## src/rtl/ptp_ts_queue.sv

```systemverilog
// ptp_ts_queue: latches the RTC time at every packet SOP and, when the PTP
// parser flags an event message for that packet, pushes
// {seconds, nanoseconds, ptp_infor} into a synchronous FIFO. The host pops
// one entry per cycle; data appears one cycle after the pop request.
//
// Handshake: q_rd_en is a request, not a valid/ready pair. A pop is taken
// only when the queue is not empty; q_rd_valid pulses for exactly one cycle
// one clock later and q_rd_data holds its value until the next pop.
//
// Build option: define PTP_TS_QUEUE_OVERWRITE_EN to make a push into a full
// queue (with no simultaneous pop) overwrite the oldest entry instead of
// dropping the new one. The overflow counter counts either case.
module ptp_ts_queue #(
    parameter int ADDR_W   = 4,
    parameter int TAIL_CYC = 2
) (
    input  logic              clk,
    input  logic              rst,
    input  logic              int_valid,
    input  logic              int_sop,
    input  logic              int_eop,
    input  logic              ptp_found,
    input  logic [31:0]       ptp_infor,
    input  logic [47:0]       rtc_sec,
    input  logic [31:0]       rtc_ns,
    input  logic              q_rd_en,
    input  logic              q_clr,
    output logic [111:0]      q_rd_data,
    output logic              q_rd_valid,
    output logic [ADDR_W:0]   q_count,
    output logic              q_empty,
    output logic              q_full,
    output logic [7:0]        q_ovf_cnt
);

    localparam int DEPTH = 2 ** ADDR_W;
    localparam int TW    = (TAIL_CYC > 1) ? $clog2(TAIL_CYC) : 1;
    localparam logic [TW-1:0] TAIL_LAST = TW'(TAIL_CYC - 1);

    typedef enum logic [1:0] {
        S_IDLE   = 2'd0,
        S_IN_PKT = 2'd1,
        S_TAIL   = 2'd2
    } state_t;

    // Capture FSM state
    state_t          state, state_nxt;
    logic [TW-1:0]   tail_cnt, tail_nxt;
    logic            eop_pend, eop_pend_nxt;

    // Per-packet context
    logic [79:0]     ts_hold;
    logic            pushed;
    logic            found_d1;

    // FIFO state
    logic [111:0]    mem [DEPTH];
    logic [ADDR_W-1:0] wr_ptr, rd_ptr;

    logic sop, eop, found_rise, push_req;
    logic do_pop, push_ok, mem_we, ovf_event;

    assign sop        = int_valid && int_sop;
    assign eop        = int_valid && int_eop;
    assign found_rise = ptp_found && !found_d1;
    assign push_req   = found_rise && (state == S_IN_PKT || state == S_TAIL) && !pushed;

    assign q_empty = (q_count == '0);
    assign q_full  = (q_count == (ADDR_W + 1)'(DEPTH));

    // A pop only happens when something is stored; a push lands in the array
    // when there is room, or when a pop frees the slot in the same cycle.
    assign do_pop    = q_rd_en && !q_empty;
    assign push_ok   = push_req && (!q_full || do_pop);
    assign ovf_event = push_req && q_full && !do_pop;
`ifdef PTP_TS_QUEUE_OVERWRITE_EN
    assign mem_we    = push_ok || ovf_event;
`else
    assign mem_we    = push_ok;
`endif

    // Capture FSM state register
    always_ff @(posedge clk or posedge rst) begin
        if (rst) begin
            state    <= S_IDLE;
            tail_cnt <= '0;
            eop_pend <= 1'b0;
        end else begin
            state    <= state_nxt;
            tail_cnt <= tail_nxt;
            eop_pend <= eop_pend_nxt;
        end
    end

    // Capture FSM next state: SOP restarts from any state; an EOP seen on the
    // SOP beat itself is remembered and acted on one cycle later.
    always_comb begin
        state_nxt    = state;
        tail_nxt     = tail_cnt;
        eop_pend_nxt = eop_pend;
        if (sop) begin
            state_nxt    = S_IN_PKT;
            tail_nxt     = '0;
            eop_pend_nxt = eop;
        end else begin
            case (state)
                S_IN_PKT: begin
                    if (eop || eop_pend) begin
                        state_nxt    = S_TAIL;
                        tail_nxt     = '0;
                        eop_pend_nxt = 1'b0;
                    end
                end
                S_TAIL: begin
                    if (tail_cnt == TAIL_LAST) begin
                        state_nxt = S_IDLE;
                    end else begin
                        tail_nxt = tail_cnt + TW'(1);
                    end
                end
                default: begin
                    eop_pend_nxt = 1'b0;
                end
            endcase
        end
    end

    // Per-packet timestamp latch and push-once bookkeeping; a new SOP wins
    // over a push in the same cycle for the pushed flag, but the push still
    // uses the previous timestamp.
    always_ff @(posedge clk or posedge rst) begin
        if (rst) begin
            ts_hold  <= '0;
            pushed   <= 1'b0;
            found_d1 <= 1'b0;
        end else begin
            found_d1 <= ptp_found;
            if (sop) begin
                ts_hold <= {rtc_sec, rtc_ns};
                pushed  <= 1'b0;
            end else if (push_req) begin
                pushed  <= 1'b1;
            end
        end
    end

    // FIFO storage; no reset needed since occupancy gates every read.
    always_ff @(posedge clk) begin
        if (mem_we && !q_clr) begin
            mem[wr_ptr] <= {ts_hold, ptp_infor};
        end
    end

    // FIFO pointers, occupancy, read port and overflow counter; q_clr
    // overrides any push or pop in the same cycle.
    always_ff @(posedge clk or posedge rst) begin
        if (rst) begin
            wr_ptr     <= '0;
            rd_ptr     <= '0;
            q_count    <= '0;
            q_rd_data  <= '0;
            q_rd_valid <= 1'b0;
            q_ovf_cnt  <= '0;
        end else if (q_clr) begin
            wr_ptr     <= '0;
            rd_ptr     <= '0;
            q_count    <= '0;
            q_rd_valid <= 1'b0;
            q_ovf_cnt  <= '0;
        end else begin
            q_rd_valid <= do_pop;
            if (do_pop) begin
                q_rd_data <= mem[rd_ptr];
                rd_ptr    <= rd_ptr + ADDR_W'(1);
            end
            if (push_ok) begin
                wr_ptr <= wr_ptr + ADDR_W'(1);
            end
            if (ovf_event) begin
                if (q_ovf_cnt != 8'hFF) begin
                    q_ovf_cnt <= q_ovf_cnt + 8'd1;
                end
`ifdef PTP_TS_QUEUE_OVERWRITE_EN
                // Oldest entry is replaced: both pointers step, count stays full.
                wr_ptr <= wr_ptr + ADDR_W'(1);
                rd_ptr <= rd_ptr + ADDR_W'(1);
`endif
            end
            if (push_ok && !do_pop) begin
                q_count <= q_count + (ADDR_W + 1)'(1);
            end else if (!push_ok && do_pop) begin
                q_count <= q_count - (ADDR_W + 1)'(1);
            end
        end
    end

endmodule

```

## config.mk

```make
export PLATFORM = sky130hd
export DESIGN_NAME = ptp_ts_queue
export DESIGN_NICKNAME = d
export VERILOG_FILES = /design/src/rtl/ptp_ts_queue.sv
export SDC_FILE = /design/constraint.sdc
export NUM_CORES = 2
export LEC_CHECK = 0
export CELL_PAD_IN_SITES_DETAIL_PLACEMENT = 1
export CELL_PAD_IN_SITES_GLOBAL_PLACEMENT = 1
export CORE_MARGIN = 2
export CORE_UTILIZATION = 45
export CTS_CLUSTER_SIZE = 12
export DETAILED_ROUTE_END_ITERATION = 8
export PLACE_DENSITY_LB_ADDON = 0.1
export SETUP_SLACK_MARGIN = 0.1
export SLEW_MARGIN = 20
export SYNTH_ARGS = -nofsm -noshare
export SYNTH_HDL_FRONTEND = slang
export SYNTH_SLANG_ARGS = --single-unit
```

## constraint.sdc

```tcl
create_clock -name clk -period 10.95 [get_ports clk]
set_input_delay 2.7375 -clock clk [delete_from_list [all_inputs] [get_ports clk]]
set_output_delay 2.7375 -clock clk [all_outputs]
set_load 0.02 [all_outputs]
```

---- Yosys cells after proc, flatten, opt, wreduce, memory -nomap -nowiden ----
Memories as Yosys holds them, arrays and structs flattened. A register that Yosys moved wholly into a read port is not among the register bits.
Cells that the tools add are included.
cells by class
  add/sub/neg operators ................... 6
  equal/unequal tests ..................... 7
  muxes and demuxes ....................... 25
  bitwise operators ....................... 1
  reductions and logical operators ........ 35
operators with widths
  kind                                                                    count
  8-bit two-way mux                                                       3
  4-bit two-way mux                                                       4
  5-bit two-way mux                                                       3
  1-bit logical AND                                                       12
  2-bit nonzero test                                                      5
  1-bit two-way mux                                                       9
  4-bit by 1-bit adder with 4-bit output (second input constant)          2
  8-bit by 1-bit adder with 8-bit output (second input constant)          1
  8-bit != test (second input constant)                                   1
  2-bit AND reduction                                                     4
  1-bit logical NOT                                                       7
  2-bit two-way mux                                                       3
  3-bit nonzero test                                                      2
  5-bit by 1-bit adder with 5-bit output (second input constant)          1
  5-bit equality test (second input constant)                             1
  5-bit logical NOT                                                       1
  5-bit by 1-bit subtractor with 5-bit output (second input constant)     1
  1-bit one-hot mux with 2 select lines                                   2
  2-bit one-hot mux with 2 select lines                                   1
  1-bit logical OR                                                        3
  3-bit by 2-bit != test with 1-bit output (second input constant)        1
  3-bit != test (second input constant)                                   1
  3-bit AND reduction                                                     1
  2-bit by 1-bit equality test with 1-bit output (second input constant)  1
  other kinds (4)                                                         4
word-level totals
  bits in registers ....................... 108
  RAM bits ................................ 1792
  bits of input ports ..................... 120
  logic and storage cells ................. 86
  memories kept ........................... 1
memories
  memory  depth  width  read ports  clocked after Yosys merged registers in  wr ports  line  RTL
  mem     16     112    1           1                                        1         57    logic [111:0] mem [DEPTH];

---- Logic depth before layout (Yosys ltp) ----
  depth in word-level cells ............... 10
  gate-level depth with buffers ........... 10

---- Worst setup path before layout ----
No wires, ideal clock.
  path kind ............................... in2reg
  from .................................... input port ptp_found
  to ...................................... memory mem[0][0] (enable)
  arrival ................................. 11.521 ns
  path slack .............................. -1.291 ns
  cell stages on the path ................. 4
  cell sequence ........................... or4b_2 -> a211oi_1 -> nand2_1 -> nor3_1
between the ends
  cells in the longest elaborated chain, start to end .. 7
ends and longest elaborated chain
  item                                     line  RTL
  start, declared                          22    input logic ptp_found,
  1-bit logical AND                        65    assign found_rise = ptp_found && !found_d1;
  1-bit logical AND (2 in a row)           66    assign push_req = found_rise && (state == S_IN_PKT || state == S_TAIL) && !pushed;
  1-bit logical AND                        74    assign push_ok = push_req && (!q_full || do_pop);
  1-bit logical AND                        149   if (mem_we && !q_clr) begin
  1-bit two-way mux                        149
  1-bit two-way mux (implied by the code)  150   mem[wr_ptr] <= {ts_hold, ptp_infor};
  end, declared                            57
No other way between the ends.

---- Worst setup path after layout ----
  from .................................... input port ptp_found
  to ...................................... memory mem[0][83] (enable)
The elaborated chain is that of the path after synthesis.

==> flow_summary.yaml <==
logic_synthesis:
  yosys_most_used_dff: "edfxtp_1"
  yosys.area_share.xor_xnor_pct: 0.0803
  synth-async-reset-ratio_pct: 10.9
  ys_ff_latch: 2012
  yosysSeqAreaShare_pct: 77.7
  syn_area_um2: 76300
  synthAdderAreaFrac_pct: 0.223
  avgSynthCellArea_um2: 22.9
  synth_cells: 3326
  synth-compound-area-share_pct: 2.23
  synth_fp_nets: 3459
  synth_top_family_by_area: "multiplexers"
  yosys.area_share.simple_pct: 1.10
  ys.warnings.count: 0
  synth_mux_area_share_pct: 17.5
  ys_types: 51
  synth_enable_flop_cells: 1792
clock_tree:
  path_clk_slew_ns: 0.06
  post_cts_buffers: 0
  cts_max_path_buffers: 3
  ctsHtreeMaxLevel: 4
  clockRootBuffer: "clkbuf_16"
  post_cts_resized: 0
  numCtsBuffers: 205
  clock-sinks: 2012
  holdBufCountCts: 0
  cts_tree: "done"
  clk_latency_ns: 0.82
global_routing:
  grt_max_degree: 143
  grt_overflow_total: 0
  antenna_found_initial: 7
  grtUsageTotal_pct: 20.8
  grt_pass1_wl_um: 266000
  first_global_vias: 39126
setup_path:
  cp_data_required_time_ns: 11.38
  worstSetupPathType: "in2reg"
  worstPathMaxFanout: 57
  end_kind: "flop"
  crit_arrival_ns: 6.88
  worstSetupStartpointType: "input port"
sta:
  hold_viol_final: 0
  fmax_mhz: 155
  fin_crit_ns: 6.45
  setup_viol: 0
  fin_crit_sh_pct: 58.9
  rsz0062_at_grt: "no"
  slew_viol_final: 0
  slew_headroom_pct: 19.5
  setup_slack_ns: 4.50
  clock_skew_ns: 0.0231
  worstMarginPinSlew_ns: 1.21
  setup_tns_ns: 0
detailed_routing:
  avgRoutedWirePerCell_um: 29.2
  drc: 0
  drt_pre_antenna_iters: 7
  antenna_left: 0
  wirelength_um: 177000
  via_per_inst: 5.72
  drt_iter0_markers: 2899
  dr_total_vias: 34663
power_and_ir_drop:
  p_per_area_nw_per_um2: 205
  leakage_nw: 27.2
  max-vdd-ir-drop_uv: 166
die:
  die_h_um: 416
  start_util_pct: 45.2
  die_w_um: 416
  die_area_um2: 173000
  coreArea_um2: 169000
  ios: 248
  rows: 151
final_layout:
  fin_area_um2: 87900
  multiInputGateArea_um2: 16300
  fin_nets: 3789
  drive_gt1_share_pct: 25.0
  regArea_um2: 59300
  fill_cells: 14611
  area_growth_pct: 15.2
place:
  dp_slack_ns: 3.58
  place_area_um2: 81500
  portBuffers: 247
  globalplace.congestion: 0.723
  dp_hpwl_um: 95600
flow_run:
  drv_cap: 0
min_path:
  hold_class: "reg2reg"
outcome:
  status: "finished, final reports clean"
cells in the mapped netlist (3+ instances only):
master / n / area, µm²
edfxtp_1: 1792 / 53800
mux4_2: 448 / 10100
mux2i_1: 227 / 2270
dfrtp_1: 220 / 5510
nand2_1: 125 / 469
mux2_2: 85 / 957
clkbuf_1: 71 / 267
o221ai_2: 70 / 1050
buf_2: 64 / 320
o221ai_1: 42 / 368
nor2_1: 31 / 116
buf_1: 24 / 90.1
ha_1: 12 / 150
a21oi_1: 11 / 55.1
inv_1: 11 / 41.3
buf_6: 10 / 113
buf_4: 8 / 60.1
nand3_1: 8 / 40.0
nor2b_1: 5 / 31.3
or4_1: 5 / 37.5
xnor2_1: 5 / 43.8
a211oi_1: 4 / 30.0
nor3_1: 4 / 20.0
a21o_1: 3 / 22.5
o21ai_0: 3 / 15.0
o41ai_1: 3 / 26.3
placed cells by master, fill, tap and decap left out, types with 4 or more instances in the layout:
master and count:
a211oi_1 4, inv_1 10, o221ai_2 70, bufinv_16 4, nand3_1 8, buf_12 14, mux2_2 85, o221ai_1 42
nor2b_1 5, clkdlybuf4s50_1 247, ha_1 12, mux2i_1 227, clkbuf_8 23, clkinv_2 20, clkinv_8 5, nor2_4 12
nand2_1 125, nor3_4 4, buf_4 35, nor2_1 19, edfxtp_1 1792, mux4_2 448, dfrtp_1 217, clkinv_1 22
clkbuf_1 93, or4_1 5, clkbuf_16 210, diode_2 4, xnor2_1 5, a21oi_1 11
layer usage:
layer  up-vias  wire [µm]  GRT usage, %
met5         -          0             0
met3       242       6520          2.98
met2       720      93700          36.7
met1     19045      71900          26.9
li1      14656          -             -
met4         0       4460          5.99
sequential cells by signal, summed over array words and instances (netlist names):
signal	count
tail_cnt	1
mem	1792
q_ovf_cnt	8
q_count	5
q_rd_data	112
state	2
ts_hold	80
wr_ptr	4
pushed	1
rd_ptr	4
eop_pend	1
found_d1	1
q_rd_valid	1
path summary, 6_finish.rpt:
path / slack (ns) / to / startpoint / depth (start not counted)
worst max-delay path: 4.50 / mem[0][83]$_DFFE_PP_ / ptp_found / 7
worst min-delay path: 0.50 / q_rd_data[20]$_DFFE_PP0P_ / q_rd_data[20]$_DFFE_PP0P_ / 2
worst max register to register: 6.07 / mem[0][83]$_DFFE_PP_ / state[0]$_DFFE_PP0P_ / 8
worst min register to register: 0.50 / q_rd_data[20]$_DFFE_PP0P_ / q_rd_data[20]$_DFFE_PP0P_ / 2
max in group asynchronous: 7.28 / q_rd_data[25]$_DFFE_PP0P_ / rst / 3
min in group asynchronous: 2.39 / q_rd_data[49]$_DFFE_PP0P_ / rst / 2
cell families after synthesis:
logic type,count (synthesis)
AOI/OAI and AO/OA,152
muxes,760
buffers and inverters,189
xor gates and xnor gates,7
and+or+nand+nor,193
adders and majority gates,13
DFF,2012
report_power, final:
part | switching (mW) | internal [mW] | leakage (nW) | total (mW)
clock | 2.86 | 3.80 | 3.11 | 6.66
combinational | 1.11 | 0.912 | 5.24 | 2.02
sequential | 0.520 | 8.83 | 18.8 | 9.35
total | 4.49 | 13.5 | 27.2 | 18.0
layout make-up:
type                    instances  area share [%]
diodes                          4          0.0114
clock buffers                 326            6.73
clock inverters                60           0.562
inverters                      12          0.0598
multi-input cells            1125            18.5
flip-flops and latches       2012            67.5
well taps                    2218            3.16
repair buffers                300            3.52
per-stage QoR:
step                power [mW]  hold WS [ns]  cells  utilization [%]
finish                    18.0         0.497   6057             52.1
global route              18.7         0.523   6056             52.1
CTS                       18.3         0.502   6052             52.0
detailed placement        11.6         0.479   5666             48.2
global placement          11.5         0.483   5664             48.2
floorplan                 10.5         0.479   3326                -
worst max-delay path, stage by stage:
cell	delay [ns]
clkdlybuf4s50_1	0.50
or4b_2	0.69
a211oi_1	0.59
nand2_1	0.40
nor3_4	0.21
buf_4	0.78
buf_4	0.90
Note: power is estimated with default switching activity, not from simulation.
